File: config.mk
export PLATFORM = sky130hd
export DESIGN_NAME = spu_ins_issue_flat
export DESIGN_NICKNAME = d
export VERILOG_FILES = /design/src/rtl/spu_ins_issue_if.sv /design/src/rtl/spu_ins_issue.sv /design/src/flat_wrapper.sv
export SDC_FILE = /design/constraint.sdc
export NUM_CORES = 1
export LEC_CHECK = 0
export CAP_MARGIN = 20
export CORE_MARGIN = 2
export CORE_UTILIZATION = 55
export DETAILED_ROUTE_END_ITERATION = 10
export PLACE_DENSITY_LB_ADDON = 0.1
export SLEW_MARGIN = 20
export SYNTH_ARGS = -nofsm -noshare
export SYNTH_HDL_FRONTEND = slang
export SYNTH_SLANG_ARGS = --single-unit
File: constraint.sdc
create_clock -name clk -period 13.2 [get_ports clk]
set_input_delay 2.64 -clock clk [delete_from_list [all_inputs] [get_ports clk]]
set_output_delay 2.64 -clock clk [all_outputs]
set_load 0.1 [all_outputs]
File: src/rtl/spu_ins_issue_if.sv
// Issue-buffer bus: per-pipe write handshake, execution stall, and the
// registered decoded fields handed to each pipe.
interface spu_ins_issue_if #(
   parameter int NUM_PIPES = 2,
   parameter int DEPTH     = 8,
   parameter int INS_W     = 57,
   parameter int OPC_W     = 11
);
   localparam int CW = $clog2(DEPTH + 1);

   logic [NUM_PIPES-1:0]          wr_valid;
   logic [NUM_PIPES*INS_W-1:0]    wr_data;
   logic [NUM_PIPES-1:0]          wr_ready;
   logic [NUM_PIPES-1:0]          stall;
   logic [NUM_PIPES-1:0]          iss_valid;
   logic [NUM_PIPES*OPC_W-1:0]    iss_opcode;
   logic [NUM_PIPES*18-1:0]       iss_imm18;
   logic [NUM_PIPES*7-1:0]        iss_ra;
   logic [NUM_PIPES*7-1:0]        iss_rb;
   logic [NUM_PIPES*7-1:0]        iss_rc;
   logic [NUM_PIPES*7-1:0]        iss_rt;
   logic [NUM_PIPES*CW-1:0]       fill_cnt;

   modport master (
      output wr_valid, wr_data, stall,
      input  wr_ready, iss_valid, iss_opcode, iss_imm18,
             iss_ra, iss_rb, iss_rc, iss_rt, fill_cnt
   );

   modport slave (
      input  wr_valid, wr_data, stall,
      output wr_ready, iss_valid, iss_opcode, iss_imm18,
             iss_ra, iss_rb, iss_rc, iss_rt, fill_cnt
   );
endinterface

File: src/rtl/spu_ins_issue.sv
// Multi-pipe SPU instruction issue buffer: per-pipe FIFOs, head decode, registered issue.
// Optional macro SPU_ISSUE_HAZARD_EN enables the intra-bundle RAW split.
module spu_ins_lane #(
   parameter int DEPTH = 8,
   parameter int INS_W = 57
) (
   input  logic                         clk,
   input  logic                         rst,
   input  logic                         flush,
   input  logic                         push,
   input  logic [INS_W-1:0]             wr_data,
   input  logic                         pop,
   output logic                         wr_ready,
   output logic                         nonempty,
   output logic [INS_W-1:0]             head,
   output logic [$clog2(DEPTH+1)-1:0]   fill_cnt
);
   localparam int AW = $clog2(DEPTH);
   localparam int CW = $clog2(DEPTH + 1);

   logic [INS_W-1:0] mem [DEPTH];
   logic [AW-1:0]    wptr, rptr;
   logic [CW-1:0]    cnt;
   logic             do_push, do_pop;

   // Ready comes from the registered count only, so a pop at full never frees a slot early.
   assign wr_ready = (cnt != CW'(DEPTH));
   assign nonempty = (cnt != '0);
   assign do_push  = push & wr_ready & ~flush;
   assign do_pop   = pop & nonempty & ~flush;
   assign head     = mem[rptr];
   assign fill_cnt = cnt;

   always_ff @(posedge clk or posedge rst) begin
      if (rst) begin
         wptr <= '0;
         rptr <= '0;
         cnt  <= '0;
      end else if (flush) begin
         wptr <= '0;
         rptr <= '0;
         cnt  <= '0;
      end else begin
         if (do_push) wptr <= wptr + 1'b1;
         if (do_pop)  rptr <= rptr + 1'b1;
         case ({do_push, do_pop})
            2'b10:   cnt <= cnt + 1'b1;
            2'b01:   cnt <= cnt - 1'b1;
            default: ;
         endcase
      end
   end

   always_ff @(posedge clk) begin
      if (do_push) mem[wptr] <= wr_data;
   end
endmodule

module spu_ins_issue #(
   parameter int NUM_PIPES = 2,
   parameter int DEPTH     = 8,
   parameter int INS_W     = 57,
   parameter int OPC_W     = 11
) (
   input  logic           clk,
   input  logic           rst,
   input  logic           lockstep,
   input  logic           flush,
   spu_ins_issue_if.slave bus
);
   localparam int CW = $clog2(DEPTH + 1);

   typedef struct packed {
      logic [OPC_W-1:0] opc;
      logic [17:0]      imm18;
      logic [6:0]       ra;
      logic [6:0]       rb;
      logic [6:0]       rc;
      logic [6:0]       rt;
   } iss_fields_t;

   logic [NUM_PIPES-1:0]            ready, nonempty, can_go, fire, iss_vld;
   logic [NUM_PIPES-1:0][INS_W-1:0] head;
   logic [NUM_PIPES-1:0][CW-1:0]    cnt;
   iss_fields_t [NUM_PIPES-1:0]     dec, iss_q;

   for (genvar p = 0; p < NUM_PIPES; p++) begin : g_lane
      spu_ins_lane #(.DEPTH(DEPTH), .INS_W(INS_W)) u_lane (
         .clk      (clk),
         .rst      (rst),
         .flush    (flush),
         .push     (bus.wr_valid[p]),
         .wr_data  (bus.wr_data[p*INS_W +: INS_W]),
         .pop      (fire[p]),
         .wr_ready (ready[p]),
         .nonempty (nonempty[p]),
         .head     (head[p]),
         .fill_cnt (cnt[p])
      );
   end

   always_comb begin
      for (int p = 0; p < NUM_PIPES; p++) begin
         dec[p].opc   = head[p][INS_W-1 -: OPC_W];
         dec[p].imm18 = head[p][45:28];
         dec[p].ra    = head[p][27:21];
         dec[p].rb    = head[p][20:14];
         dec[p].rc    = head[p][13:7];
         dec[p].rt    = head[p][6:0];
      end
   end

   assign can_go = nonempty & ~bus.stall;

`ifdef SPU_ISSUE_HAZARD_EN
   logic [NUM_PIPES-1:0] split_q, split_d;

   // A pipe whose head reads the rt of a lower pipe issuing this cycle waits a cycle.
   // In lockstep the held-back entries then issue on their own before the bundle resumes.
   always_comb begin
      logic [NUM_PIPES-1:0] base, fv, hit;
      logic                 any_split;
      fire      = '0;
      split_d   = '0;
      base      = '0;
      fv        = '0;
      hit       = '0;
      any_split = lockstep & (|split_q);
      for (int q = 0; q < NUM_PIPES; q++) begin
         if (any_split)     base[q] = split_q[q] & can_go[q];
         else if (lockstep) base[q] = &can_go;
         else               base[q] = can_go[q];
         for (int p = 0; p < q; p++) begin
            if (fv[p] && (dec[q].ra == dec[p].rt || dec[q].rb == dec[p].rt ||
                          dec[q].rc == dec[p].rt))
               hit[q] = 1'b1;
         end
         fv[q] = base[q] & ~hit[q];
      end
      fire = fv;
      if (!lockstep)      split_d = '0;
      else if (any_split) split_d = split_q & ~fv;
      else                split_d = base & hit;
   end

   always_ff @(posedge clk or posedge rst) begin
      if (rst)        split_q <= '0;
      else if (flush) split_q <= '0;
      else            split_q <= split_d;
   end
`else
   always_comb begin
      fire = can_go;
      if (lockstep) fire = {NUM_PIPES{&can_go}};
   end
`endif

   // Flush drops the valids but keeps the last issued fields visible.
   always_ff @(posedge clk or posedge rst) begin
      if (rst) begin
         iss_vld <= '0;
         iss_q   <= '0;
      end else if (flush) begin
         iss_vld <= '0;
      end else begin
         iss_vld <= fire;
         for (int p = 0; p < NUM_PIPES; p++)
            if (fire[p]) iss_q[p] <= dec[p];
      end
   end

   always_comb begin
      bus.iss_opcode = '0;
      bus.iss_imm18  = '0;
      bus.iss_ra     = '0;
      bus.iss_rb     = '0;
      bus.iss_rc     = '0;
      bus.iss_rt     = '0;
      for (int p = 0; p < NUM_PIPES; p++) begin
         bus.iss_opcode[p*OPC_W +: OPC_W] = iss_q[p].opc;
         bus.iss_imm18[p*18 +: 18]        = iss_q[p].imm18;
         bus.iss_ra[p*7 +: 7]             = iss_q[p].ra;
         bus.iss_rb[p*7 +: 7]             = iss_q[p].rb;
         bus.iss_rc[p*7 +: 7]             = iss_q[p].rc;
         bus.iss_rt[p*7 +: 7]             = iss_q[p].rt;
      end
   end

   assign bus.iss_valid = iss_vld;
   assign bus.wr_ready  = ready;
   assign bus.fill_cnt  = cnt;
endmodule

File: src/flat_wrapper.sv
// flat-port wrapper written by rule: the top's interface ports become plain ports
module spu_ins_issue_flat 
#(
   parameter int NUM_PIPES = 2,
   parameter int DEPTH     = 8,
   parameter int INS_W     = 57,
   parameter int OPC_W     = 11
)
  (clk, rst, lockstep, flush, bus_wr_valid, bus_wr_data, bus_stall, bus_wr_ready, bus_iss_valid, bus_iss_opcode, bus_iss_imm18, bus_iss_ra, bus_iss_rb, bus_iss_rc, bus_iss_rt, bus_fill_cnt);
  spu_ins_issue_if #(.NUM_PIPES(NUM_PIPES), .DEPTH(DEPTH), .INS_W(INS_W), .OPC_W(OPC_W)) bus_i ();
  input  logic clk;
  input  logic rst;
  input  logic lockstep;
  input  logic flush;
  input wire logic [$bits(bus_i.wr_valid)-1:0] bus_wr_valid;
  input wire logic [$bits(bus_i.wr_data)-1:0] bus_wr_data;
  input wire logic [$bits(bus_i.stall)-1:0] bus_stall;
  output wire logic [$bits(bus_i.wr_ready)-1:0] bus_wr_ready;
  output wire logic [$bits(bus_i.iss_valid)-1:0] bus_iss_valid;
  output wire logic [$bits(bus_i.iss_opcode)-1:0] bus_iss_opcode;
  output wire logic [$bits(bus_i.iss_imm18)-1:0] bus_iss_imm18;
  output wire logic [$bits(bus_i.iss_ra)-1:0] bus_iss_ra;
  output wire logic [$bits(bus_i.iss_rb)-1:0] bus_iss_rb;
  output wire logic [$bits(bus_i.iss_rc)-1:0] bus_iss_rc;
  output wire logic [$bits(bus_i.iss_rt)-1:0] bus_iss_rt;
  output wire logic [$bits(bus_i.fill_cnt)-1:0] bus_fill_cnt;
  assign bus_i.wr_valid = bus_wr_valid;
  assign bus_i.wr_data = bus_wr_data;
  assign bus_i.stall = bus_stall;
  assign bus_wr_ready = bus_i.wr_ready;
  assign bus_iss_valid = bus_i.iss_valid;
  assign bus_iss_opcode = bus_i.iss_opcode;
  assign bus_iss_imm18 = bus_i.iss_imm18;
  assign bus_iss_ra = bus_i.iss_ra;
  assign bus_iss_rb = bus_i.iss_rb;
  assign bus_iss_rc = bus_i.iss_rc;
  assign bus_iss_rt = bus_i.iss_rt;
  assign bus_fill_cnt = bus_i.fill_cnt;
  spu_ins_issue #(.NUM_PIPES(NUM_PIPES), .DEPTH(DEPTH), .INS_W(INS_W), .OPC_W(OPC_W)) u_core (.clk(clk), .rst(rst), .lockstep(lockstep), .flush(flush), .bus(bus_i));
endmodule
==> impl_metrics.toml <==
[status]
status = "complete, no violations"

[timing]
slew_headroom_pct = 25.0
setup-tns-final_ps = 0
slew_viol_final = 0
worst_pin_slew_ps = 1120
finalCritPeriodShare_pct = 41.4
fmax_mhz = 183
final-hold-violation-count = 0
period_minus_slack_ps = 5460
grt_setup_unrepaired = "no"
skew_ps = 18.4
setup_viol = 0

[routing]
viasPerCell = 5.78
drt_drc_violations_left = 0
routed_wl_mm = 78.5
ant_nets = 0
wire_per_inst_um = 24.8
vias = 18300
drt_first_pass_iters = 5
drt_iter0_drc = 1260

[hold_path]
hp-class = "reg -> reg"
hp-start = "u_core.bus.iss_rc[13]"

[layout]
fin_cells = 3171
final-seq-area_um2 = 30800
fill_cells = 4782
drive_gt1_share_pct = 20.1
multi_input_area_um2 = 8220
final_nets = 2266
syn2layout_area_growth_pct = 17.7

[synth]
syn_area_um2 = 39400
syn_inst = 1847
synth_fp_nets = 1979
ys_warn_count = 0
synthSimpleGateAreaFrac_pct = 2.15
ys_ff_latch = 1048
synth_area_per_cell_um2 = 21.3
synth-seq-area-share_pct = 78.2
synth_compound_area_share_pct = 1.69
synth_top_family_by_area = "multiplexers"
synth.area.mux_share_pct = 16.1
synthAdderAreaFrac_pct = 0.356
synth_xor_area_share_pct = 0.289
synth.distinct_cells = 36

[clock_tree]
post_cts_resized = 0
clkTransAtPathRegs_ps = 60
cts_htree_levels = 3
hold_buffers = 0
cts_tree = "done"
clock_path_buffers = 3
cts_buffers = 102
cts-root-buf = "clkbuf_16"
cts_setup_buffers = 0
clk_latency_ps = 640
cts.sinks = 1048

[worst_setup_path]
critPathKind = "reg -> out"
arrival_ps = 2820
crit_required_ps = 10560
critPathMaxStageDelay_ps = 1030
worstReg2RegStart = "u_core.g_lane[1].u_lane.rptr[0]"
crit_start = "u_core.g_lane[0].u_lane.fill_cnt[0]"
ff2ff_setup_slack_ps = 9550
end_kind = "primary output"
crit_slowest_cell = "clkdlybuf4s50_1"
path_cells = "or4b_1 > clkdlybuf4s50_1"
cp-start-kind = "register"
cp_max_fo = 7

[placement]
gp_congestion = 0.738
place_inst = 2980
portBuffers = 247
hpwl_mm = 42.4

[floorplanning]
chipHeight_um = 272
ios = 248
die_x_um = 272
initial_core_util_pct = 55.4
core-area_um2 = 71100
rows = 98
die_area_um2 = 73700

[power]
power_density_nw_per_um2 = 202
p_leak_nw = 14.9
peakVddDrop_mv = 0.248

[grt]
grt_usage_pct = 21.8
antenna_found_initial = 14
grt_overflow = 0
grt_pass1_vias = 19600
grt_max_degree = 85
grt_pass1_wl_mm = 120

[run]
maxCapViolCount = 0
==> state kept, by name (all words and copies together), names as in the netlist, 8 cells and up <==
signal,flops
u_core.bus.iss_imm18,36
u_core.bus.iss_opcode,22
u_core.bus.iss_ra,14
u_core.bus.iss_rb,14
u_core.bus.iss_rc,14
u_core.bus.iss_rt,14
u_core.g_lane.u_lane.fill_cnt,8
u_core.g_lane.u_lane.mem,912
==> path summary, 6_finish.rpt <==
kind	depth (start not counted)	endpoint
min in group asynchronous	2	u_core.g_lane[0].u_lane.fill_cnt[1]
worst min register to register	2	u_core.bus.iss_rc[13]
worst min-delay path	2	u_core.bus.iss_rc[13]
max in group asynchronous	3	u_core.bus.iss_opcode[15]
worst max register to register	5	u_core.bus.iss_imm18[24]
worst max-delay path	2	bus_wr_ready[0]
==> kinds of logic after synthesis <==
group                    count (synthesis)
AO/OA/AOI/OAI                          130
XOR/XNOR                                13
adder cells (fa/ha/maj)                 10
buffers and inverters                  102
flip-flops                            1048
multiplexers                           348
AND/OR/NAND/NOR                        196
==> layout by cell type, fill, tap and decap left out, drive strengths merged, types with 13 or more instances in the layout <==
cell type,instances
nand2,129
buf,36
clkbuf,133
clkinv,35
clkdlybuf4s50,244
o21ai,118
mux2i,116
bufinv,13
mux4,228
edfxtp,912
nor2,29
dfrtp,136
==> metal layers <==
layer,GRT usage [%],share of wire (%),vias up
met5,0,0.18,-
met4,6.30,2.2,22
met3,4.41,5.1,128
met2,38.0,52,389
met1,28.1,40,9699
li1,-,-,8075
==> final cells by class <==
cell class	instances	share of cell area [%]
Sequential cell	1048	66.5
Multi-Input combinational cell	697	17.7
Clock buffer	133	5.94
Timing Repair Buffer	280	5.86
Tap cell	950	2.57
Clock inverter	55	1.31
Inverter	5	0.0513
Antenna cell	3	0.0162
==> worst max-delay path, delay by kind of cell (launching register included) <==
kind          cells  cell delay (ps)
flops             1              470
buf+inv           1             1030
simple gates      1              690
==> power by group <==
part           internal [W]  switching (W)  total, W
sequential          0.00384       0.000175   0.00402
combinational      0.000664        0.00179   0.00245
clock               0.00172        0.00117   0.00289
total               0.00623        0.00314   0.00936
==> cell usage after synthesis <==
| cell type | n | area [µm²] |
|---|---|---|
| edfxtp_1 | 912 | 27400 |
| nand2b_1 | 8 | 50.1 |
| nor2b_1 | 3 | 18.8 |
| nor2_1 | 29 | 109 |
| or4b_4 | 1 | 13.8 |
| nor3_1 | 8 | 40.0 |
| inv_1 | 5 | 18.8 |
| ha_1 | 8 | 100 |
| buf_1 | 14 | 52.6 |
| mux4_2 | 228 | 5130 |
| o21ai_1 | 2 | 10.0 |
| a211oi_1 | 1 | 7.51 |
| clkbuf_1 | 33 | 124 |
| and4_1 | 1 | 8.76 |
| nor3b_1 | 1 | 7.51 |
| mux2_4 | 1 | 15.0 |
| buf_4 | 9 | 67.6 |
| o32ai_1 | 2 | 17.5 |
| nor4_1 | 3 | 18.8 |
| fa_1 | 2 | 40.0 |
| a21oi_1 | 7 | 35.0 |
| nand2_1 | 127 | 477 |
| mux2_2 | 3 | 33.8 |
| nand3_1 | 6 | 30.0 |
| or3_1 | 3 | 18.8 |
| nand3b_1 | 2 | 15.0 |
| a21o_1 | 2 | 15.0 |
| buf_2 | 41 | 205 |
| or4b_1 | 1 | 10.0 |
| nand2_4 | 2 | 22.5 |
| mux2i_1 | 116 | 1160 |
| and2_1 | 1 | 6.26 |
| dfrtp_1 | 136 | 3400 |
| o21ai_0 | 116 | 581 |
| xnor2_1 | 6 | 52.6 |
| xor2_1 | 7 | 61.3 |
==> metrics by stage <==
step | total power [W] | utilization, % | setup WS, ps | hold slack, ps | instance area, µm²
floorplan | 0.00592 | - | 5540 | 546 | 39400
global placement | 0.00654 | 60.4 | 7340 | 462 | 43000
detailed placement | 0.00657 | 60.4 | 7360 | 470 | 43000
CTS | 0.00946 | 65.1 | 7700 | 483 | 46300
global route | 0.00970 | 65.1 | 7660 | 507 | 46300
finish | 0.00936 | 65.1 | 7740 | 476 | 46300
Note: power is estimated with default switching activity, not from simulation.
